$ cat src/rtl/amba_axi4_lite_write_slave.sv
// amba_axi4_lite_write_slave: AXI4-Lite write subordinate turning one AW/W pair into a register write strobe plus a B response.
// Ports: ACLK/ARESETn clock and async active-low reset; AW*/W* address and data channels; B* response channel;
// wr_en/wr_idx/wr_data/wr_strb single-cycle register-bank write port.
module amba_axi4_lite_write_slave #(
  parameter int ADDRESS_WIDTH = 32,
  parameter int DATA_WIDTH    = 32,
  parameter int NUM_REGS      = 16,
  parameter int PRIV_ONLY     = 0
) (
  input  logic                          ACLK,
  input  logic                          ARESETn,
  input  logic                          AWVALID,
  output logic                          AWREADY,
  input  logic [ADDRESS_WIDTH-1:0]      AWADDR,
  input  logic [2:0]                    AWPROT,
  input  logic                          WVALID,
  output logic                          WREADY,
  input  logic [DATA_WIDTH-1:0]         WDATA,
  input  logic [DATA_WIDTH/8-1:0]       WSTRB,
  output logic                          BVALID,
  input  logic                          BREADY,
  output logic [1:0]                    BRESP,
  output logic                          wr_en,
  output logic [$clog2(NUM_REGS)-1:0]   wr_idx,
  output logic [DATA_WIDTH-1:0]         wr_data,
  output logic [DATA_WIDTH/8-1:0]       wr_strb
);
  localparam int SW  = DATA_WIDTH / 8;
  localparam int IW  = $clog2(NUM_REGS);
  localparam int LSB = $clog2(SW);
  typedef enum logic [1:0] {IDLE, WRITE, RESP} state_t;
  state_t state;
  logic run, aw_full, w_full, aw_priv, err;
  logic [ADDRESS_WIDTH-1:0] aw_addr, addr_n, idx_n;
  logic [DATA_WIDTH-1:0] w_data, data_n;
  logic [SW-1:0] w_strb, strb_n;
  logic aw_hs, w_hs, priv_n, err_n, go;
  logic unused;
  assign AWREADY = state == IDLE && run && !aw_full;
  assign WREADY  = state == IDLE && run && !w_full;
  assign aw_hs   = AWVALID && AWREADY;
  assign w_hs    = WVALID && WREADY;
  // Decode is done on the edge that completes the pair, so the incoming beat is merged with the holds.
  assign addr_n  = aw_hs ? AWADDR : aw_addr;
  assign priv_n  = aw_hs ? AWPROT[0] : aw_priv;
  assign data_n  = w_hs ? WDATA : w_data;
  assign strb_n  = w_hs ? WSTRB : w_strb;
  assign idx_n   = addr_n >> LSB;
  // Full-width compare so high address bits never alias onto a valid register.
  assign err_n   = idx_n >= ADDRESS_WIDTH'(NUM_REGS) || (PRIV_ONLY != 0 && !priv_n);
  assign go      = (aw_full || aw_hs) && (w_full || w_hs);
  assign unused  = ^AWPROT[2:1];
  always_ff @(posedge ACLK or negedge ARESETn)
    if (!ARESETn) begin
      state   <= IDLE;
      run     <= 1'b0;
      aw_full <= 1'b0;
      w_full  <= 1'b0;
      aw_addr <= '0;
      aw_priv <= 1'b0;
      w_data  <= '0;
      w_strb  <= '0;
      err     <= 1'b0;
      BVALID  <= 1'b0;
      BRESP   <= 2'b00;
      wr_en   <= 1'b0;
      wr_idx  <= '0;
      wr_data <= '0;
      wr_strb <= '0;
    end else begin
      run   <= 1'b1;
      wr_en <= 1'b0;
      if (aw_hs) begin
        aw_full <= 1'b1;
        aw_addr <= AWADDR;
        aw_priv <= AWPROT[0];
      end
      if (w_hs) begin
        w_full <= 1'b1;
        w_data <= WDATA;
        w_strb <= WSTRB;
      end
      case (state)
        IDLE: if (go) begin
          state <= WRITE;
          err   <= err_n;
          wr_en <= !err_n;
          if (!err_n) begin
            wr_idx  <= idx_n[IW-1:0];
            wr_data <= data_n;
            wr_strb <= strb_n;
          end
        end
        WRITE: begin
          state  <= RESP;
          BVALID <= 1'b1;
          BRESP  <= err ? 2'b10 : 2'b00;
        end
        default: if (BREADY) begin
          state   <= IDLE;
          BVALID  <= 1'b0;
          aw_full <= 1'b0;
          w_full  <= 1'b0;
        end
      endcase
    end
endmodule

$ cat config.mk
export PLATFORM = sky130hd
export DESIGN_NAME = amba_axi4_lite_write_slave
export DESIGN_NICKNAME = d
export VERILOG_FILES = /design/src/rtl/amba_axi4_lite_write_slave.sv
export SDC_FILE = /design/constraint.sdc
export NUM_CORES = 1
export LEC_CHECK = 0
export BUFFER_PORTS_ARGS = -buffer_cell sky130_fd_sc_hd__buf_4
export CAP_MARGIN = 10
export CORE_MARGIN = 3
export CORE_UTILIZATION = 49
export CTS_CLUSTER_DIAMETER = 80
export DETAILED_ROUTE_END_ITERATION = 12
export PLACE_DENSITY = 0.81
export SETUP_SLACK_MARGIN = 0.15
export SLEW_MARGIN = 20
export SYNTH_ARGS = -nofsm -noshare
export SYNTH_HDL_FRONTEND = slang
export SYNTH_SLANG_ARGS = --single-unit
$ cat constraint.sdc
create_clock -name ACLK -period 2.9 [get_ports ACLK]
set_input_delay 0.725 -clock ACLK [delete_from_list [all_inputs] [get_ports ACLK]]
set_output_delay 0.725 -clock ACLK [all_outputs]
set_load 0.005 [all_outputs]
Word-level counts from Yosys, hierarchy flattened
Cells that the tools add are included.

cells by class
  $lt $le $gt $ge = 1
  equality and inequality tests = 2
  mux-type cells = 17
  bitwise logic cells = 2
  reductions and logical operators = 19

operators with widths
  operator                                               number
  two-way mux 32 bit                                     2
  >= comparator 30 x 5 -> 1 bit (second input constant)  1
  two-way mux 1 bit                                      9
  logical AND 1 bit                                      6
  two-way mux 2 bit                                      3
  AND reduction 2 bit                                    3
  two-way mux 4 bit                                      1
  one-hot mux 2 bit (2 select lines)                     1
  zero test 1 bit                                        3
  AND reduction 3 bit                                    1
  nonzero test 3 bit                                     1
  == test 2 x 1 -> 1 bit (second input constant)         1
  zero test 2 bit                                        1
  logical OR 1 bit                                       2
  inequality test 2 bit (second input constant)          1
  inverter 1 bit                                         2
  one-hot mux 1 bit (2 select lines)                     1
  nonzero test 2 bit                                     1
  OR reduction 2 bit                                     1

word-level totals
  register bits = 118
  bits of input ports = 76
  output and inout port bits = 46
  word-level logic and storage cells = 56

Logic depth before layout (Yosys ltp)
Gate-level depths: netlist of the first run.

  word-level depth = 9
  gate-level depth with buffers = 8
  mapped depth without buffers = 5

Least setup slack after synthesis of the first run
Ideal clock, no wire load.

  path type = input -> register
  start point = input port AWADDR[10]
  end point = register wr_data[0]
  library setup time = 0.125 ns
  data arrival time = 1.986 ns
  data required time = 2.775 ns
  setup slack = 0.789 ns
  stages on the path = 6
  cells stage by stage = nor4_1 -> nand4_1 -> o32ai_2 -> o21ai_2 -> buf_6 -> mux2_4

on the way
  cells in the longest elaborated chain, start to end = 4

RTL lines
  item                                  line  RTL
  start, declared                       14    input logic [ADDRESS_WIDTH-1:0] AWADDR,
  two-way mux 32 bit                    --
  >= comparator 30 x 5 -> 1 bit         50    assign err_n = idx_n >= ADDRESS_WIDTH'(NUM_REGS) || (PRIV_ONLY != 0 && !priv_n);
  inverter 1 bit (no source line)       --
  AND reduction 3 bit (no source line)  --
  end signal, assigned                  90    wr_data <= data_n;
  end, declared                         25    output logic [DATA_WIDTH-1:0] wr_data,

No other way between the ends.
A chain may end at the register's enable or synchronous reset.

Worst setup path after layout of the first run
  start point = register state[1]
  end point = register wr_data[11]

on the way
  cells in the longest elaborated chain, start to end = 8
  elaborated cells on any way between the ends = 14
  classes of those cells = 1 x order compare; 2 x mux; 1 x bitwise; 10 x reduce/logical

RTL lines
  item                                  line        RTL
  start, declared                       32          state_t state;
  start signal, assigned                55          state <= IDLE;
  start signal, assigned                85          state <= WRITE;
  start signal, assigned                95          state <= RESP;
  zero test 2 bit (*)                   39, 40, 83
  logical AND 1 bit                     39, 40
  logical AND 1 bit                     39          assign AWREADY = state == IDLE && run && !aw_full;
  logical AND 1 bit                     41          assign aw_hs = AWVALID && AWREADY;
  two-way mux 32 bit                    --
  >= comparator 30 x 5 -> 1 bit         50
  inverter 1 bit (no source line)       --
  AND reduction 3 bit (no source line)  --

Mark *: on every way between the ends. The rest lies on a longest branch, timed or not.

==> results.cfg, run 1 <==
[synthesis]
ys_seq_area_frac = 0.6168
synth_seq_cells = 115
synth.top_cell.area_share = 0.6168
synth_cell_types = 31
ys.flop_type = dfrtp_1
synth_fp_nets = 430
syn_inst = 354
syn_avg_cell_area_sq_um = 13.18
synth.most_common_cell = dfrtp_1
synth_area_leader_cell = dfrtp_1
synth_area_sq_mm = 0.004666
synth_edf_count = 0
ys_top_cells_by_area = dfrtp_1, mux2_4, mux2_2
ys_async_sr_fraction = 1.000
ys_warn_count = 0
synth_common_cells = dfrtp_1, nand2_1, mux2_4

[power_and_ir_drop]
power.density_mw_per_mm2 = 852.8
leakage_nw = 3.278
power_mw = 5.308
peakVddDrop_uv = 464.7

[critical_path]
crit_required_ns = 3.26
worstPathArrival_ns = 2.73
path_max_fanout = 21
critPathKind = register to register
endpoint_kind = register
start_kind = register

[cells_and_area]
instances_no_fill = 616
final_nets = 555
drive_gt1_frac = 0.4714
nFillCells = 660
syn_to_final_growth_pct = 33.41
multi_input_area_sq_mm = 0.001673
seqCellArea_sq_mm = 0.002878
diodes = 0

[status]
status = complete, no violations

[timing]
period_minus_slack_ns = 2.368
setup_tns_ns = 0
final.period_utilization = 0.8164
rsz0062_at_grt = false
skew_ns = 0.01013
fmaxAchievable_mhz = 422.4
setup_viol = 0
setup_ws_ns = 0.5323
hold_slack_ns = 0.1597
report.final.slew_viol_count = 0
hold_viol_final = 0

[clock_network]
cts_setup_buffers = 0
clockRootBuffer = clkbuf_8
clock_latency_ns = 0.49
cts.sinks = 115
cts_tree = built
cts.path.max_buffers = 2
cts_buffers = 17
cts_hold_buffers = 0
clkTransAtPathRegs_ns = 0.06
h-tree-depth = 4
ctsResizeCount = 0

[grt]
overflow = 0
grtUsageTotal = 0.1789
busiest_layer = met2
grt_pass1_vias = 3167
grt_max_degree = 59
grt_pass1_wl_um = 15570
grt_use_met2 = 0.2808
gr-usage-met1 = 0.2389
antenna_found_initial = 0
use_met3 = 0.06095

[drt]
via_count = 3046
drt_wl_total_um = 9194
drtIter0Drc = 129
ant_nets = 0
drt-wirelength-per-cell_um = 14.93
drc = 0
first_pass_iters = 4
vias_per_cell = 4.945

[die]
start_util = 0.5198
ios = 122
die_h_um = 103.6
die_width_um = 103.6
core_sq_mm = 0.008976
dieArea_sq_mm = 0.01073
rows = 34

[placement]
portBuffers = 115
place_inst = 586
gp_routability_congestion = 0.7467
dp_slack_ns = 0.3210
dp_hpwl_um = 6388

[run]
maxCapViolations = 0

[min_path]
min-delay-path-class = input pin to asynchronous set/reset pin
==> registers in the layout, summed over array words and instances (netlist names) <==
signal	count
wr_en	1
state	2
err	1
aw_addr	30
aw_full	1
w_strb	4
w_data	32
w_full	1
wr_strb	4
wr_idx	4
BRESP	1
BVALID	1
wr_data	32
run	1
==> logic make-up after synthesis <==
| family | after synthesis | share of synthesized area |
|---|---|---|
| AOI/OAI and AO/OA | 13 | 0.01931 |
| buffers and inverters | 20 | 0.02628 |
| DFF | 115 | 0.6168 |
| muxes | 77 | 0.2178 |
| other | 2 | 0.001610 |
| and+or+nand+nor | 127 | 0.1183 |
==> through the flow <==
| step | utilization | instance area [sq um] |
|---|---|---|
| floorplan | - | 4666 |
| global placement | 0.6310 | 5664 |
| detailed placement | 0.6310 | 5664 |
| CTS | 0.6935 | 6225 |
| global route | 0.6935 | 6225 |
| finish | 0.6935 | 6225 |
==> cell type report <==
type                            instances  share of cell area
Timing Repair Buffer                  122              0.1512
Sequential cell                       115              0.4623
Tap cell                              126             0.02533
Clock buffer                           19             0.06774
Inverter                                4            0.002412
Multi-Input combinational cell        219              0.2687
Clock inverter                         11             0.02231
==> layer usage <==
metal	part of all wire	routed length [um]	up-vias
li1	-	-	1443
met5	0	0	-
met2	0.48	4401	96
met3	0.062	570	5
met4	0.0077	71	0
met1	0.45	4150	1502
==> placed cells by master (no fill, tap or decap), drive strengths merged, types with 3 or more instances in the layout <==
| cell | Yosys | layout |
|---|---|---|
| a21oi | 4 | 4 |
| buf | 13 | 122 |
| bufinv | 0 | 3 |
| clkbuf | 3 | 19 |
| clkinv | 0 | 6 |
| dfrtp | 115 | 115 |
| inv | 4 | 4 |
| mux2 | 76 | 76 |
| nand2 | 94 | 94 |
| nand3 | 4 | 4 |
| nor2 | 9 | 9 |
| nor3 | 3 | 3 |
| nor4 | 10 | 10 |
| o21ai | 4 | 4 |
==> where the power goes <==
part           internal [mW]  switching (mW)  total [mW]
combinational          0.530           0.513        1.04
clock                   1.29           0.672        1.96
sequential              2.09           0.212        2.30
==> worst max-delay path, cell delays in order, from the launching register on <==
cell,delay (ns)
dfrtp_1,0.50
nor4b_4,0.37
nand2_2,0.27
o32ai_2,0.39
o21ai_4,0.10
buf_4,0.27
mux2_4,0.34
==> path summary, 6_finish.rpt <==
| kind | start | endpoint | slack [ns] | cells after the start |
|---|---|---|---|---|
| setup / recovery | state[1]$_DFFE_PN0P_ | wr_data[11]$_DFFE_PN0P_ | 0.53 | 6 |
| hold / removal | ARESETn | wr_data[22]$_DFFE_PN0P_ | 0.16 | 1 |
| setup reg to reg | state[1]$_DFFE_PN0P_ | wr_data[11]$_DFFE_PN0P_ | 0.53 | 6 |
| hold reg to reg | aw_addr[15]$_DFF_PN0_ | aw_addr[15]$_DFF_PN0_ | 0.47 | 2 |
| min in group ACLK | AWADDR[22] | aw_addr[22]$_DFF_PN0_ | 0.43 | 3 |
| max in group asynchronous | ARESETn | wr_strb[0]$_DFFE_PN0P_ | 2.04 | 2 |
Note: power is estimated with default switching activity, not from simulation.
==> run 2: changes to the inputs <==
--- a/config.mk
+++ b/config.mk
@@ -5,13 +5,14 @@
 export SDC_FILE = /design/constraint.sdc
 export NUM_CORES = 1
 export LEC_CHECK = 0
+export ABC_AREA = 1
 export BUFFER_PORTS_ARGS = -buffer_cell sky130_fd_sc_hd__buf_4
 export CAP_MARGIN = 10
 export CORE_MARGIN = 3
-export CORE_UTILIZATION = 49
+export CORE_UTILIZATION = 48
 export CTS_CLUSTER_DIAMETER = 80
 export DETAILED_ROUTE_END_ITERATION = 12
-export PLACE_DENSITY = 0.81
+export PLACE_DENSITY = 0.82
 export SETUP_SLACK_MARGIN = 0.15
 export SLEW_MARGIN = 20
 export SYNTH_ARGS = -nofsm -noshare
==> constraint.sdc (replaced) <==
create_clock -name ACLK -period 2.1 [get_ports ACLK]
set_input_delay 0.525 -clock ACLK [delete_from_list [all_inputs] [get_ports ACLK]]
set_output_delay 0.525 -clock ACLK [all_outputs]
set_load 0.005 [all_outputs]
==> run 2 against run 1 <==
  * The run now ends with setup timing left
  * Register-to-register slack worse by 0.57 ns
  * First-iteration DRC count increased by 20%
  * Synthesized area grew 2.3%
  * Critical path depth rose by 6
  * Via count is 29% higher
  * Core utilization increased by 1.5 points
  * Clock skew down 0.00060 ns
  * Global-route usage is 3.1 points higher
  * Sequential share of layout area shrank 3.3 points
  * Flip-flop and latch count unchanged
  * Final cell count up 34%
  * Combinational power rose by 77%
  * Critical path type unchanged
  * Largest cell class unchanged
  * Largest power group is now clock
  * Highest routed layer unchanged
==> results.cfg, run 2 <==
[die]
dieArea_sq_mm = 0.01117
die_width_um = 105.7
start_util = 0.5045
core_sq_mm = 0.009459
rows = 35
die_h_um = 105.7
ios = 122

[cells_and_area]
largest_registers = w_data (32), wr_data (32), aw_addr (30)
diodes = 0
final_common_cell = nand2_1
final_nets = 758
drive_gt1_frac = 0.3036
postLayoutCellArea_sq_mm = 0.006705
nFillCells = 717
syn_to_final_growth_pct = 40.51
mostFrequentLayoutCells = nand2_1, buf_4, dfrtp_1

[drt]
vias_per_cell = 4.763
ant_nets = 0
via_count = 3925
drt_wl_total_um = 11230
drc = 0
drtIter0Drc = 155
first_pass_iters = 4
drt-wirelength-per-cell_um = 13.62

[critical_path]
endpoint_kind = register
start_kind = register
cp_slowest_cell = dfrtp_1
path_max_fanout = 25
worst-r2r-cell-count = 12
r2r_slack_ns = -0.04
worstReg2RegEnd = wr_data[31]$_DFFE_PN0P_
worstPathArrival_ns = 2.52
crit_top_cell = nand2_1
slowest_delay_ns = 0.41
crit_required_ns = 2.49
critPathKind = register to register
crit_chain = nor2_4 -> nand4_4 -> buf_12 -> o21ai_2 -> nand2_1 -> nor2_1 -> nand2_1 -> nor2_4 -> nand2_4 -> buf_12 -> nand2_1 -> nand2_1
r2r_start = state[0]$_DFFE_PN0P_

[clock_network]
clock_latency_ns = 0.50
clockRootBuffer = clkbuf_8
cts_buffers = 17
cts_tree = built
h-tree-depth = 4
cts_hold_buffers = 0
cts.sinks = 115
cts.path.max_buffers = 2
clkTransAtPathRegs_ns = 0.06

[timing]
hold_viol_final = 0
rsz0062_at_grt = true
skew_ns = 0.009538
setup_viol = 41
report.final.slew_viol_count = 0
max_slew_margin = 0.5930
worstMarginPinSlew_ns = 0.6105
fmaxAchievable_mhz = 467.8
hold_slack_ns = 0.09490
final.period_utilization = 1.018
setup_ws_ns = -0.03753
setup_tns_ns = -0.6691
period_minus_slack_ns = 2.138

[grt]
overflow = 0
grt_pass1_wl_um = 18540
antenna_found_initial = 0
grtUsageTotal = 0.2099
grt_max_degree = 116
grt_pass1_vias = 4005

[synthesis]
syn_inst = 548
synth_cell_types = 23
ys.flop_type = dfrtp_1
synth_edf_count = 0
ys_warn_count = 0
syn_avg_cell_area_sq_um = 8.708
ys_top_cells_by_area = dfrtp_1, nand2_1, inv_1
synth_area_sq_mm = 0.004772
ys_async_sr_fraction = 1.000
synth_area_leader_cell = dfrtp_1
synth_common_cells = nand2_1, dfrtp_1, inv_1
synth.top_cell.area_share = 0.6030
synth.most_common_cell = nand2_1
synth_seq_cells = 115
synth_fp_nets = 624
ys_seq_area_frac = 0.6030

[status]
violations = setup timing
status = finished with violations

[power_and_ir_drop]
leakage_nw = 3.799
power.density_mw_per_mm2 = 1239
peakVddDrop_uv = 524.4

[run]
maxCapViolations = 0

[placement]
portBuffers = 115
place_area_sq_mm = 0.005822
gp_routability_congestion = 0.7906
dp_hpwl_um = 7023

[min_path]
min-delay-path-class = input pin to asynchronous set/reset pin
## run 2: worst max path at each step
stage          cells past startpoint                 endpoint            startpoint
5_1_grt                           12          err$_DFFE_PN0P_  state[0]$_DFFE_PN0P_
2_1_floorplan                     14   wr_data[0]$_DFFE_PN0P_  state[0]$_DFFE_PN0P_
6_report                          12  wr_data[31]$_DFFE_PN0P_  state[0]$_DFFE_PN0P_
3_5_place_dp                      11   wr_data[3]$_DFFE_PN0P_               AWVALID
3_3_place_gp                      11  wr_data[16]$_DFFE_PN0P_               AWVALID
4_1_cts                           12  wr_data[14]$_DFFE_PN0P_  state[1]$_DFFE_PN0P_
## run 2: logic make-up (layout without fill, tap and decap cells)
kind of cell / count (synthesis) / after routing / share of synthesized area
and+or+nand+nor: 326 / 326 / 0.2863
buffers and inverters: 83 / 230 / 0.08521
DFF: 115 / 115 / 0.6030
AOI/OAI and AO/OA: 22 / 22 / 0.02386
other: 2 / 2 / 0.001574
## run 2: per-layer routing
layer	global-route usage	share of wire
met1	0.2608	0.42
met2	0.3570	0.52
met3	0.06062	0.053
met4	0.06105	0.0062
met5	0	0
## run 2: metrics by stage
| stage | utilization | power (mW) | instances | worst slack (ns) |
|---|---|---|---|---|
| floorplan | - | 4.154 | 548 | 0.2401 |
| global placement | 0.6155 | 4.596 | 785 | -0.04405 |
| detailed placement | 0.6155 | 4.705 | 785 | -0.08714 |
| CTS | 0.7025 | 8.312 | 821 | -0.02945 |
| global route | 0.7089 | 8.814 | 824 | -0.1502 |
| finish | 0.7089 | 8.311 | 824 | -0.03753 |
## run 2: power by group
group	switching [mW]	internal (mW)
Clock	0.983	2.44
Combinational	1.10	0.742
Sequential	0.200	2.85
Total	2.28	6.03
## run 2: worst max-delay path, delay by kind of cell (launching register included)
kind            cells  cell delay [ns]
simple gates        9             1.11
buf+inv             2             0.37
flops               1             0.41
compound gates      1             0.13
## run 2: area by class of cell
class / instances / area [sq um] / area share
Multi-Input combinational cell: 350 / 1575 / 0.2349
Inverter: 57 / 214.0 / 0.03191
Sequential cell: 115 / 2878 / 0.4292
Clock inverter: 13 / 279.0 / 0.04161
Clock buffer: 19 / 431.7 / 0.06438
Timing Repair Buffer: 141 / 1166 / 0.1739
Tap cell: 129 / 161.4 / 0.02407
## run 2: what timing repair did
action | CTS | global route
setup endpoints to repair | 44 | 49
pin swaps | 3 | 5
cloned | 0 | 1
resized for setup | 23 | 6
buffers inserted | 4 | 2
==> run 3: changes to the inputs <==
--- a/config.mk
+++ b/config.mk
@@ -9,10 +9,10 @@
 export BUFFER_PORTS_ARGS = -buffer_cell sky130_fd_sc_hd__buf_4
 export CAP_MARGIN = 10
 export CORE_MARGIN = 3
-export CORE_UTILIZATION = 48
+export CORE_UTILIZATION = 49
 export CTS_CLUSTER_DIAMETER = 80
 export DETAILED_ROUTE_END_ITERATION = 12
-export PLACE_DENSITY = 0.82
+export PLACE_DENSITY = 0.81
 export SETUP_SLACK_MARGIN = 0.15
 export SLEW_MARGIN = 20
 export SYNTH_ARGS = -nofsm -noshare
==> constraint.sdc (replaced) <==
create_clock -name ACLK -period 2.49 [get_ports ACLK]
set_input_delay 0.6225 -clock ACLK [delete_from_list [all_inputs] [get_ports ACLK]]
set_output_delay 0.6225 -clock ACLK [all_outputs]
set_load 0.005 [all_outputs]
==> run 3 against run 2 <==
  * The run now ends clean
  * Clock-buffer cell count did not move
  * Clock power is 27% lower
  * Critical endpoint is now wr_data[24]$_DFFE_PN0P_
  * Sequential share of layout area grew 1.6 points
  * Fmax fell by 2.6%
  * Largest cell class unchanged
  * Flip-flop and latch count stayed put
==> results.cfg, run 3 (synthesized netlist as in run 2, its figures left out) <==
[status]
status = complete, no violations

[timing]
rsz0062_at_grt = true
hold_viol_final = 0
fmaxAchievable_mhz = 455.7
setup_tns_ns = 0
final.period_utilization = 0.8814
skew_ns = 0.01527
report.final.slew_viol_count = 0
period_minus_slack_ns = 2.195
setup_viol = 0

[die]
die_h_um = 104.7
ios = 122
rows = 35
core_sq_mm = 0.009371
die_width_um = 104.7
start_util = 0.5092
dieArea_sq_mm = 0.01096

[critical_path]
worst-r2r-cell-count = 12
crit_required_ns = 2.93
worstPathArrival_ns = 2.64
cp_slowest_cell = dfrtp_1
worstReg2RegEnd = wr_data[24]$_DFFE_PN0P_
slowest_delay_ns = 0.41
crit_top_cell = nand2_1
crit_buf_inv = 3
r2r_slack_ns = 0.30
r2r_start = state[0]$_DFFE_PN0P_
start_kind = register
crit_family = simple AND/OR/NAND/NOR gates
crit_chain = nor2_4 -> nand4_4 -> buf_12 -> o21ai_1 -> nand2_1 -> nor2_1 -> nand2_1 -> nor2_4 -> buf_12 -> buf_6 -> nand3_1 -> nand2_1
critPathKind = register to register
crit_start = state[0]$_DFFE_PN0P_
cp.depth = 12
crit_end = wr_data[24]$_DFFE_PN0P_
path_max_fanout = 46
endpoint_kind = register

[power_and_ir_drop]
combPwrFrac = 0.210
p_sw_mw = 1.883
peakVddDrop_uv = 482.6
leakage_nw = 3.653
internal_power_mw = 4.569
power.density_mw_per_mm2 = 999.2
swShare = 0.2919
seq_power_share = 0.400
clkPwrFrac = 0.389

[run]
maxCapViolations = 0

[cells_and_area]
diodes = 0
drive_gt1_frac = 0.2707
nFillCells = 747
final_nets = 750
mostFrequentLayoutCells = nand2_1, buf_4, dfrtp_1
final_common_cell = nand2_1
syn_to_final_growth_pct = 35.32
largest_registers = w_data (32), wr_data (32), aw_addr (30)
instances_no_fill = 816

[drt]
drt-wirelength-per-cell_um = 13.65
first_pass_iters = 6
drt_wl_total_um = 11140
drtIter0Drc = 130
via_count = 3911
vias_per_cell = 4.793
drc = 0
ant_nets = 0

[placement]
place_inst = 779
gp_routability_congestion = 0.7858
dp_hpwl_um = 7139
portBuffers = 115

[grt]
overflow = 0
grt_pass1_wl_um = 18610
grt_max_degree = 51
grt_pass1_vias = 3925
grtUsageTotal = 0.2106
antenna_found_initial = 0

[clock_network]
h-tree-depth = 4
cts_hold_buffers = 0
cts.path.max_buffers = 2
clockRootBuffer = clkbuf_8
cts_tree = built
clock_latency_ns = 0.51
cts.sinks = 115
clkTransAtPathRegs_ns = 0.06
cts_buffers = 17

[min_path]
min-delay-path-class = input pin to asynchronous set/reset pin
-- run 3: changes by cell type in the layout (fill, tap and decap cells not counted), sizes merged --
cell | before | now
buf | 140 | 132
bufinv | 8 | 4
clkinvlp | 1 | 4
clkbuf | 20 | 19
inv | 56 | 57
nand2 | 266 | 267
-- run 3: final cells by class --
type	instances	area (sq um)	share of cell area
clock buffers	19	431.7	0.06685
repair buffers	132	1056	0.1635
inverters	57	214.0	0.03313
well taps	129	161.4	0.02500
multi-input cells	351	1534	0.2376
clock inverters	13	182.7	0.02829
flip-flops and latches	115	2878	0.4457
-- run 3: worst min-delay path by stage --
stage	from	to	slack (ns)	cells after the start
final	ARESETn	wr_data[22]$_DFFE_PN0P_	0.04	1
after global routing	ARESETn	wr_data[22]$_DFFE_PN0P_	0.06	1
after CTS	ARESETn	wr_data[22]$_DFFE_PN0P_	0.05	1
after detailed placement	w_data[2]$_DFF_PN0_	w_data[2]$_DFF_PN0_	0.46	2
after global placement	wr_data[11]$_DFFE_PN0P_	wr_data[11]$_DFFE_PN0P_	0.46	2
after floorplan	ARESETn	BRESP[1]$_DFFE_PN0P_	0.33	0
-- run 3: power by group through the flow --
stage | combinational (mW) | clock, mW | sequential [mW]
floorplan | 0.949 | 0 | 2.55
global placement | 1.27 | 0 | 2.57
CTS | 1.36 | 2.53 | 2.58
finish | 1.36 | 2.51 | 2.58
detailed placement | 1.32 | 0 | 2.60
global route | 1.58 | 2.61 | 2.63
-- run 3: metrics by stage --
step	setup WS (ns)	total power [mW]	hold slack (ns)	area, sq um	utilization
finish	0.2953	6.452	0.04293	6457	0.6891
global route	0.1366	6.826	0.06185	6457	0.6891
CTS	0.1525	6.470	0.04558	6362	0.6789
detailed placement	0.05435	3.925	0.4626	5739	0.6124
global placement	0.1265	3.839	0.4563	5739	0.6124
floorplan	0.5620	3.503	0.3269	4772	-
-- run 3: repair_timing --
action	4_1_cts	5_1_grt
endpoints found under the setup margin	41	42
gates cloned	0	1
buffers inserted	0	4
pin swaps	0	3
resized for setup	1	11
-- run 3: metal layers --
metal / part of all wire / wire length [um] / up-vias / GRT usage
met2: 0.49 / 5441 / 131 / 0.3372
met4: 0.011 / 123 / 0 / 0.07404
met1: 0.44 / 4855 / 1852 / 0.2851
met3: 0.065 / 719 / 12 / 0.04694
li1: - / - / 1916 / -
met5: 0 / 0 / - / 0
